==> config.mk <==
export PLATFORM = sky130hd
export DESIGN_NAME = decode_stage_flat
export DESIGN_NICKNAME = d
export VERILOG_FILES = /design/src/rtl/decode_stage_if.sv /design/src/rtl/decode_stage.sv /design/src/flat_wrapper.sv
export SDC_FILE = /design/constraint.sdc
export NUM_CORES = 1
export LEC_CHECK = 0
export ABC_AREA = 1
export ABC_CLOCK_PERIOD_IN_PS = 1200
export CORE_MARGIN = 10
export CORE_UTILIZATION = 39
export DETAILED_ROUTE_END_ITERATION = 8
export HOLD_SLACK_MARGIN = 0.03
export PLACE_DENSITY = 0.77
export REMOVE_ABC_BUFFERS = 1
export SLEW_MARGIN = 15
export SYNTH_ARGS = -nofsm -noshare
export SYNTH_HDL_FRONTEND = slang
export SYNTH_SLANG_ARGS = --single-unit
==> constraint.sdc <==
create_clock -name clk -period 1.2 [get_ports clk]
set_input_delay 0.24 -clock clk [delete_from_list [all_inputs] [get_ports clk]]
set_output_delay 0.24 -clock clk [all_outputs]
set_load 0.02 [all_outputs]
==> src/rtl/decode_stage_if.sv <==
// Fetch-to-execute bundle of the RV32I decode stage: fetch handshake, flush,
// and the decoded bundle presented to execute.
interface decode_stage_if #(
    parameter int CPU_WIDTH = 32
);
    logic                 in_valid;
    logic                 in_ready;
    logic [CPU_WIDTH-1:0] in_instr;
    logic [CPU_WIDTH-1:0] in_pc;
    logic                 flush;

    logic                 out_valid;
    logic                 out_ready;
    logic [CPU_WIDTH-1:0] out_pc;
    logic [CPU_WIDTH-1:0] out_instr;
    logic [4:0]           rs1_addr;
    logic [4:0]           rs2_addr;
    logic [4:0]           rd_addr;
    logic [CPU_WIDTH-1:0] imm;
    logic [3:0]           alu_sel;
    logic [2:0]           op_class;
    logic                 use_imm;
    logic                 src_a_pc;
    logic                 reg_we;
    logic                 mem_re;
    logic                 mem_we;
    logic                 illegal;

    // The decode stage itself.
    modport slave (
        input  in_valid, in_instr, in_pc, flush, out_ready,
        output in_ready, out_valid, out_pc, out_instr, rs1_addr, rs2_addr, rd_addr,
               imm, alu_sel, op_class, use_imm, src_a_pc, reg_we, mem_re, mem_we, illegal
    );

    // The surrounding fetch and execute logic.
    modport master (
        output in_valid, in_instr, in_pc, flush, out_ready,
        input  in_ready, out_valid, out_pc, out_instr, rs1_addr, rs2_addr, rd_addr,
               imm, alu_sel, op_class, use_imm, src_a_pc, reg_we, mem_re, mem_we, illegal
    );
endinterface

==> src/rtl/decode_stage.sv <==
// RV32I decode pipeline stage: one registered slot between fetch and execute,
// decoding immediates and execute control, with valid/ready stall and flush.
module decode_stage #(
    parameter int          CPU_WIDTH = 32,
    parameter logic [31:0] NOP_INSTR = 32'h0000_0013
) (
    input  logic          clk,
    input  logic          rst,
    decode_stage_if.slave dec
);

    typedef enum logic [3:0] {
        ALU_ADD    = 4'd0,
        ALU_SUB    = 4'd1,
        ALU_SLL    = 4'd2,
        ALU_SLT    = 4'd3,
        ALU_SLTU   = 4'd4,
        ALU_XOR    = 4'd5,
        ALU_SRL    = 4'd6,
        ALU_SRA    = 4'd7,
        ALU_OR     = 4'd8,
        ALU_AND    = 4'd9,
        ALU_PASS_B = 4'd10
    } alu_sel_e;

    typedef enum logic [2:0] {
        CLS_ALU    = 3'd0,
        CLS_LOAD   = 3'd1,
        CLS_STORE  = 3'd2,
        CLS_BRANCH = 3'd3,
        CLS_JAL    = 3'd4,
        CLS_JALR   = 3'd5,
        CLS_UPPER  = 3'd6,
        CLS_NONE   = 3'd7
    } op_class_e;

    typedef enum logic [6:0] {
        OPC_OP     = 7'b0110011,
        OPC_OP_IMM = 7'b0010011,
        OPC_LOAD   = 7'b0000011,
        OPC_STORE  = 7'b0100011,
        OPC_BRANCH = 7'b1100011,
        OPC_JAL    = 7'b1101111,
        OPC_JALR   = 7'b1100111,
        OPC_LUI    = 7'b0110111,
        OPC_AUIPC  = 7'b0010111,
        OPC_FENCE  = 7'b0001111
    } opcode_e;

    typedef struct packed {
        logic [CPU_WIDTH-1:0] imm;
        alu_sel_e             alu_sel;
        op_class_e            op_class;
        logic                 use_imm;
        logic                 src_a_pc;
        logic                 reg_we;
        logic                 mem_re;
        logic                 mem_we;
        logic                 illegal;
    } ctrl_t;

    localparam ctrl_t CTRL_RESET = '{
        imm: '0, alu_sel: ALU_ADD, op_class: CLS_NONE, use_imm: 1'b0,
        src_a_pc: 1'b0, reg_we: 1'b0, mem_re: 1'b0, mem_we: 1'b0, illegal: 1'b0
    };

    // funct3 -> ALU op for the register/immediate arithmetic groups (funct7 = 0).
    function automatic alu_sel_e f3_alu(input logic [2:0] f3);
        case (f3)
            3'b000:  return ALU_ADD;
            3'b001:  return ALU_SLL;
            3'b010:  return ALU_SLT;
            3'b011:  return ALU_SLTU;
            3'b100:  return ALU_XOR;
            3'b101:  return ALU_SRL;
            3'b110:  return ALU_OR;
            default: return ALU_AND;
        endcase
    endfunction

    logic [CPU_WIDTH-1:0] w;
    logic [6:0]           opcode;
    logic [2:0]           funct3;
    logic [6:0]           funct7;
    logic [CPU_WIDTH-1:0] imm_i, imm_s, imm_b, imm_u, imm_j;
    ctrl_t                ctrl_d;

    assign w      = dec.in_instr;
    assign opcode = w[6:0];
    assign funct3 = w[14:12];
    assign funct7 = w[31:25];

    assign imm_i = {{20{w[31]}}, w[31:20]};
    assign imm_s = {{20{w[31]}}, w[31:25], w[11:7]};
    assign imm_b = {{19{w[31]}}, w[31], w[7], w[30:25], w[11:8], 1'b0};
    assign imm_u = {w[31:12], 12'b0};
    assign imm_j = {{11{w[31]}}, w[31], w[19:12], w[20], w[30:21], 1'b0};

    // NOTE: every field gets its default before the case, so no path through
    // this block leaves a signal unassigned and no latch is inferred.
    always_comb begin
        ctrl_d = CTRL_RESET;
        case (opcode)
            OPC_OP: begin
                ctrl_d.op_class = CLS_ALU;
                ctrl_d.reg_we   = 1'b1;
                if (funct7 == 7'h00)                         ctrl_d.alu_sel = f3_alu(funct3);
                else if (funct7 == 7'h20 && funct3 == 3'b000) ctrl_d.alu_sel = ALU_SUB;
                else if (funct7 == 7'h20 && funct3 == 3'b101) ctrl_d.alu_sel = ALU_SRA;
                else                                          ctrl_d.illegal = 1'b1;
            end
            OPC_OP_IMM: begin
                ctrl_d.op_class = CLS_ALU;
                ctrl_d.imm      = imm_i;
                ctrl_d.use_imm  = 1'b1;
                ctrl_d.reg_we   = 1'b1;
                ctrl_d.alu_sel  = f3_alu(funct3);
                // Shift-immediates reuse the upper immediate bits as funct7.
                if (funct3 == 3'b001 && funct7 != 7'h00) ctrl_d.illegal = 1'b1;
                if (funct3 == 3'b101) begin
                    if (funct7 == 7'h20)      ctrl_d.alu_sel = ALU_SRA;
                    else if (funct7 != 7'h00) ctrl_d.illegal = 1'b1;
                end
            end
            OPC_LOAD: begin
                ctrl_d.op_class = CLS_LOAD;
                ctrl_d.imm      = imm_i;
                ctrl_d.use_imm  = 1'b1;
                ctrl_d.reg_we   = 1'b1;
                ctrl_d.mem_re   = 1'b1;
                ctrl_d.illegal  = (funct3 == 3'b011) || (funct3 == 3'b110) || (funct3 == 3'b111);
            end
            OPC_STORE: begin
                ctrl_d.op_class = CLS_STORE;
                ctrl_d.imm      = imm_s;
                ctrl_d.use_imm  = 1'b1;
                ctrl_d.mem_we   = 1'b1;
                ctrl_d.illegal  = (funct3 > 3'b010);
            end
            OPC_BRANCH: begin
                ctrl_d.op_class = CLS_BRANCH;
                ctrl_d.imm      = imm_b;
                ctrl_d.alu_sel  = ALU_SUB;
                ctrl_d.illegal  = (funct3 == 3'b010) || (funct3 == 3'b011);
            end
            OPC_JAL: begin
                ctrl_d.op_class = CLS_JAL;
                ctrl_d.imm      = imm_j;
                ctrl_d.src_a_pc = 1'b1;
                ctrl_d.use_imm  = 1'b1;
                ctrl_d.reg_we   = 1'b1;
            end
            OPC_JALR: begin
                ctrl_d.op_class = CLS_JALR;
                ctrl_d.imm      = imm_i;
                ctrl_d.use_imm  = 1'b1;
                ctrl_d.reg_we   = 1'b1;
                ctrl_d.illegal  = (funct3 != 3'b000);
            end
            OPC_LUI: begin
                ctrl_d.op_class = CLS_UPPER;
                ctrl_d.imm      = imm_u;
                ctrl_d.alu_sel  = ALU_PASS_B;
                ctrl_d.use_imm  = 1'b1;
                ctrl_d.reg_we   = 1'b1;
            end
            OPC_AUIPC: begin
                ctrl_d.op_class = CLS_UPPER;
                ctrl_d.imm      = imm_u;
                ctrl_d.src_a_pc = 1'b1;
                ctrl_d.use_imm  = 1'b1;
                ctrl_d.reg_we   = 1'b1;
            end
            OPC_FENCE: ctrl_d.op_class = CLS_NONE;
            default:   ctrl_d.illegal  = 1'b1;
        endcase

        // Execute traps on illegal bundles, so they must not touch any state.
        if (ctrl_d.illegal) begin
            ctrl_d.op_class = CLS_NONE;
            ctrl_d.reg_we   = 1'b0;
            ctrl_d.mem_re   = 1'b0;
            ctrl_d.mem_we   = 1'b0;
        end
        if (w[11:7] == 5'd0) ctrl_d.reg_we = 1'b0;
    end

    logic                 valid_q;
    logic [CPU_WIDTH-1:0] pc_q;
    logic [CPU_WIDTH-1:0] instr_q;
    ctrl_t                ctrl_q;
    logic                 take;

    assign dec.in_ready = !rst && (!valid_q || dec.out_ready);
    assign take         = dec.in_valid && dec.in_ready;

    // NOTE: state registers use non-blocking assignments so every flop samples
    // the pre-edge values regardless of statement order.
    always_ff @(posedge clk) begin
        if (rst || dec.flush) begin
            valid_q <= 1'b0;
            pc_q    <= '0;
            instr_q <= NOP_INSTR;
            ctrl_q  <= CTRL_RESET;
        end else if (take) begin
            valid_q <= 1'b1;
            pc_q    <= dec.in_pc;
            instr_q <= dec.in_instr;
            ctrl_q  <= ctrl_d;
        end else if (valid_q && dec.out_ready) begin
            valid_q <= 1'b0;
        end
    end

    // Register indices are raw fields of the held word, so they stay registered.
    assign dec.out_valid = valid_q;
    assign dec.out_pc    = pc_q;
    assign dec.out_instr = instr_q;
    assign dec.rs1_addr  = instr_q[19:15];
    assign dec.rs2_addr  = instr_q[24:20];
    assign dec.rd_addr   = instr_q[11:7];
    assign dec.imm       = ctrl_q.imm;
    assign dec.alu_sel   = ctrl_q.alu_sel;
    assign dec.op_class  = ctrl_q.op_class;
    assign dec.use_imm   = ctrl_q.use_imm;
    assign dec.src_a_pc  = ctrl_q.src_a_pc;
    assign dec.reg_we    = ctrl_q.reg_we;
    assign dec.mem_re    = ctrl_q.mem_re;
    assign dec.mem_we    = ctrl_q.mem_we;
    assign dec.illegal   = ctrl_q.illegal;

endmodule

==> src/flat_wrapper.sv <==
// flat-port wrapper written by rule: the top's interface ports become plain ports
module decode_stage_flat 
#(
    parameter int          CPU_WIDTH = 32,
    parameter logic [31:0] NOP_INSTR = 32'h0000_0013
)
  (clk, rst, dec_in_valid, dec_in_instr, dec_in_pc, dec_flush, dec_out_ready, dec_in_ready, dec_out_valid, dec_out_pc, dec_out_instr, dec_rs1_addr, dec_rs2_addr, dec_rd_addr, dec_imm, dec_alu_sel, dec_op_class, dec_use_imm, dec_src_a_pc, dec_reg_we, dec_mem_re, dec_mem_we, dec_illegal);
  decode_stage_if #(.CPU_WIDTH(CPU_WIDTH)) dec_i ();
  input  logic clk;
  input  logic rst;
  input wire logic [$bits(dec_i.in_valid)-1:0] dec_in_valid;
  input wire logic [$bits(dec_i.in_instr)-1:0] dec_in_instr;
  input wire logic [$bits(dec_i.in_pc)-1:0] dec_in_pc;
  input wire logic [$bits(dec_i.flush)-1:0] dec_flush;
  input wire logic [$bits(dec_i.out_ready)-1:0] dec_out_ready;
  output wire logic [$bits(dec_i.in_ready)-1:0] dec_in_ready;
  output wire logic [$bits(dec_i.out_valid)-1:0] dec_out_valid;
  output wire logic [$bits(dec_i.out_pc)-1:0] dec_out_pc;
  output wire logic [$bits(dec_i.out_instr)-1:0] dec_out_instr;
  output wire logic [$bits(dec_i.rs1_addr)-1:0] dec_rs1_addr;
  output wire logic [$bits(dec_i.rs2_addr)-1:0] dec_rs2_addr;
  output wire logic [$bits(dec_i.rd_addr)-1:0] dec_rd_addr;
  output wire logic [$bits(dec_i.imm)-1:0] dec_imm;
  output wire logic [$bits(dec_i.alu_sel)-1:0] dec_alu_sel;
  output wire logic [$bits(dec_i.op_class)-1:0] dec_op_class;
  output wire logic [$bits(dec_i.use_imm)-1:0] dec_use_imm;
  output wire logic [$bits(dec_i.src_a_pc)-1:0] dec_src_a_pc;
  output wire logic [$bits(dec_i.reg_we)-1:0] dec_reg_we;
  output wire logic [$bits(dec_i.mem_re)-1:0] dec_mem_re;
  output wire logic [$bits(dec_i.mem_we)-1:0] dec_mem_we;
  output wire logic [$bits(dec_i.illegal)-1:0] dec_illegal;
  assign dec_i.in_valid = dec_in_valid;
  assign dec_i.in_instr = dec_in_instr;
  assign dec_i.in_pc = dec_in_pc;
  assign dec_i.flush = dec_flush;
  assign dec_i.out_ready = dec_out_ready;
  assign dec_in_ready = dec_i.in_ready;
  assign dec_out_valid = dec_i.out_valid;
  assign dec_out_pc = dec_i.out_pc;
  assign dec_out_instr = dec_i.out_instr;
  assign dec_rs1_addr = dec_i.rs1_addr;
  assign dec_rs2_addr = dec_i.rs2_addr;
  assign dec_rd_addr = dec_i.rd_addr;
  assign dec_imm = dec_i.imm;
  assign dec_alu_sel = dec_i.alu_sel;
  assign dec_op_class = dec_i.op_class;
  assign dec_use_imm = dec_i.use_imm;
  assign dec_src_a_pc = dec_i.src_a_pc;
  assign dec_reg_we = dec_i.reg_we;
  assign dec_mem_re = dec_i.mem_re;
  assign dec_mem_we = dec_i.mem_we;
  assign dec_illegal = dec_i.illegal;
  decode_stage #(.CPU_WIDTH(CPU_WIDTH), .NOP_INSTR(NOP_INSTR)) u_core (.clk(clk), .rst(rst), .dec(dec_i));
endmodule
==> out/metrics.csv <==
stage,metric,value,unit
worst_setup_path,critical path class,input port to flip-flop,
sta,setup TNS,-10.89,ns
routing,vias per std cell,5.14,
min_path,hold path endpoint,u_core.dec.out_instr[0],
placed_design,Port Buffers,194,
grt,number of global-route vias before repair,5292,
job,total of max-cap violations,0,
grt,global route overflow,0,
synthesis,Mapped Area,0.00476,sq mm
sta,relative slew slack,79.8,%
finish,share of cells above drive strength 1,43.8,%
outcome,status,"complete, but fails checks",
sta,Period minus WS final,1.37,ns
sta,crit share post-route,114,%
worst_setup_path,Crit Reg-Reg Startpoint,u_core.dec.out_valid,
power_and_ir_drop,pwr/cell area,963,mW/mm^2
worst_setup_path,Max stage delay on crit path,0.48,ns
worst_setup_path,crit path max fanout,7,
routing,Remaining DRCs,0,
cts,Worst-Skew Late Latency,0.35,ns
outcome,failing checks,negative setup slack,
finish,fillers,953,
sta,skew final,0.00957,ns
placed_design,HPWL Detailed,12300,um
cts,clock buffer depth,2,
finish,final net count,1011,
routing,number of DRC violations after detailed-routing iteration 0,505,
finish,"commonest cells after routing, fill and taps aside","188 x nand2_1, 110 x buf_2, 109 x dfxtp_1",
cts,Root Buffer,clkbuf_16,
sta,PnR worst setup slack,-0.173,ns
sta,Slew @ Worst Pin,0.301,ns
worst_setup_path,Critical Path Start,rst,
floorplan,Top-Level Pins,195,
cts,CTS HTree Levels,3,
worst_setup_path,Crit path arrival time,1.65,ns
worst_setup_path,r2r setup slk,-0.16,ns
worst_setup_path,"critical path, cell by cell",clkdlybuf4s50_1 > nor2_4 > nand2_4 > clkinv_8 > buf_8 > buf_16 > nand2_1 > a21oi_1,
synthesis,YS warnings,0,
grt,aggregate global-route resource usage,20.0,%
sta,Final Setup Violations,110,
worst_setup_path,R2R depth,9,
power_and_ir_drop,maximum vdd drop,812,uV
sta,"Hold Violations, Final",0,
synthesis,Synth cell types,30,
floorplan,Die Span X,130,um
worst_setup_path,critical path data required time,1.48,ns
grt,largest net degree at the start of global routing,46,
worst_setup_path,endpoint class of the critical path,flip-flop,
power_and_ir_drop,Leakage,3.79,nW
worst_setup_path,worst r2r dst,u_core.dec.out_instr[17],
synthesis,post-synthesis sequential area ratio,46.3,%
placed_design,DP Cell Count,1046,
min_path,min-delay src,dec_in_instr[0],
grt,initial antenna violation count,1,
routing,Detailed Routing Iterations Pass 1,5,
routing,Final ANT Viol Nets,0,
min_path,worst hold path class,input port to flip-flop,
finish,"commonest non-fill, non-tap cell in the layout",nand2_1,
sta,RSZ-0062 raised after global routing,yes,
cts,"Reg clk slew, reported paths",0.08,ns
floorplan,full die area,0.0170,sq mm
grt,first-pass GRT wire length,27300,um
worst_setup_path,crit path launch type,input port,
cts,CTS tree,done,
placed_design,post-place setup slack,-0.851,ns
floorplan,Die H,130,um
routing,Post-Route WL,19800,um
synthesis,Yosys reg bits,110,
sta,final worst hold slack,0.152,ns
finish,Layout area overhead,74.6,%
floorplan,CORE AREA,0.0120,sq mm
routing,detailed-route via count,5628,
synthesis,cells after synthesis,668,
min_path,Hold Path Stages,3,
sta,Final Max Tran Viols,0,
floorplan,Initial Util,39.8,%
worst_setup_path,slowest CP cell,clkdlybuf4s50_1,
floorplan,row cnt,40,
sta,Max Fclk,728,MHz
finish,Non-Filler Instances,1094,
cts,Num Clock Sinks,110,
routing,post-DR wirelength/cell,18.1,um
synthesis,synthesized area per cell,7.12,sq um
placed_design,routability cong.,0.910,
cts,number of CTS-inserted buffers,9,
finish,Layout Utilization,69.4,%
registers in the layout, indices dropped and copies added, names as in the netlist:
register / cells
u_core.dec.out_instr: 32
u_core.dec.mem_re: 1
u_core.dec.src_a_pc: 1
u_core.dec.illegal: 1
u_core.dec.mem_we: 1
u_core.dec.out_valid: 1
u_core.dec.reg_we: 1
u_core.dec.out_pc: 32
u_core.dec.use_imm: 1
u_core.dec.op_class: 3
u_core.dec.imm: 32
u_core.dec.alu_sel: 4
what timing repair did:
action	CTS	global route
gates resized for setup	591	174
buffers inserted	12	7
hold buffers	0	0
gates cloned	6	8
pin swaps	37	34
endpoints found under the setup margin	232	150
stage by stage:
step	instance area, sq um	total power [mW]
finish	8300	8.00
global route	8300	8.27
CTS	7900	7.83
detailed placement	7370	4.97
global placement	7370	4.96
floorplan	4470	4.24
final cells by class:
| cell class | instances | area, sq um | share of cell area, % |
|---|---|---|---|
| sequential | 110 | 2200 | 26.5 |
| tap | 147 | 184 | 2.22 |
| clock buffer | 10 | 229 | 2.76 |
| inverter | 34 | 158 | 1.90 |
| timing repair buffer | 313 | 2770 | 33.3 |
| antenna | 1 | 2.50 | 0.0301 |
| multi-input combinational | 474 | 2720 | 32.8 |
| clock inverter | 5 | 36.3 | 0.437 |
layer usage:
layer	track usage, %	vias up	routed length, um
li1	-	2727	-
met1	24.0	2657	8220
met2	34.0	214	9750
met3	4.92	30	1400
met4	7.46	0	419
met5	0	-	0
worst max-delay path by stage:
stage                          endpoint  cells past startpoint
4_1_cts           u_core.dec.alu_sel[2]                      8
6_report       u_core.dec.out_instr[17]                      8
2_1_floorplan         u_core.dec.reg_we                      9
5_1_grt        u_core.dec.out_instr[13]                      9
3_3_place_gp          u_core.dec.mem_re                      9
3_5_place_dp          u_core.dec.mem_re                      9
cells by family after synthesis:
logic type	synth area share (%)
flip-flops	46.3
AND/OR/NAND/NOR	29.2
buffers and inverters	8.68
AO/OA/AOI/OAI	15.8
critical path, delay by kind of cell:
family	cells	cell delay [ns]
AOI/OAI and AO/OA	1	0.16
buffers and inverters	4	0.86
and+or+nand+nor	3	0.38
synth_stat cells (all sizes together):
master    n  area share (%)
dfxtp   110              46
nand2   242              20
inv      33             2.6
a21oi   103              11
nor2     40             3.8
clkinv    1           0.079
o21bai    1            0.16
a41oi     1            0.18
nand3    45             4.8
clkbuf   19             1.5
a21boi    1            0.16
o22ai     3            0.39
nand4     5            0.66
o211ai    7             1.2
o21ai    24             2.8
a31oi     1            0.13
buf      31             4.5
nand3b    1            0.16
power breakdown:
part           switching [mW]  internal, mW  total (mW)
logic                   0.774         0.706        1.48
registers              0.0354          3.71        3.74
clock network            1.36          1.41        2.77
(Power assumes the default switching activity.)
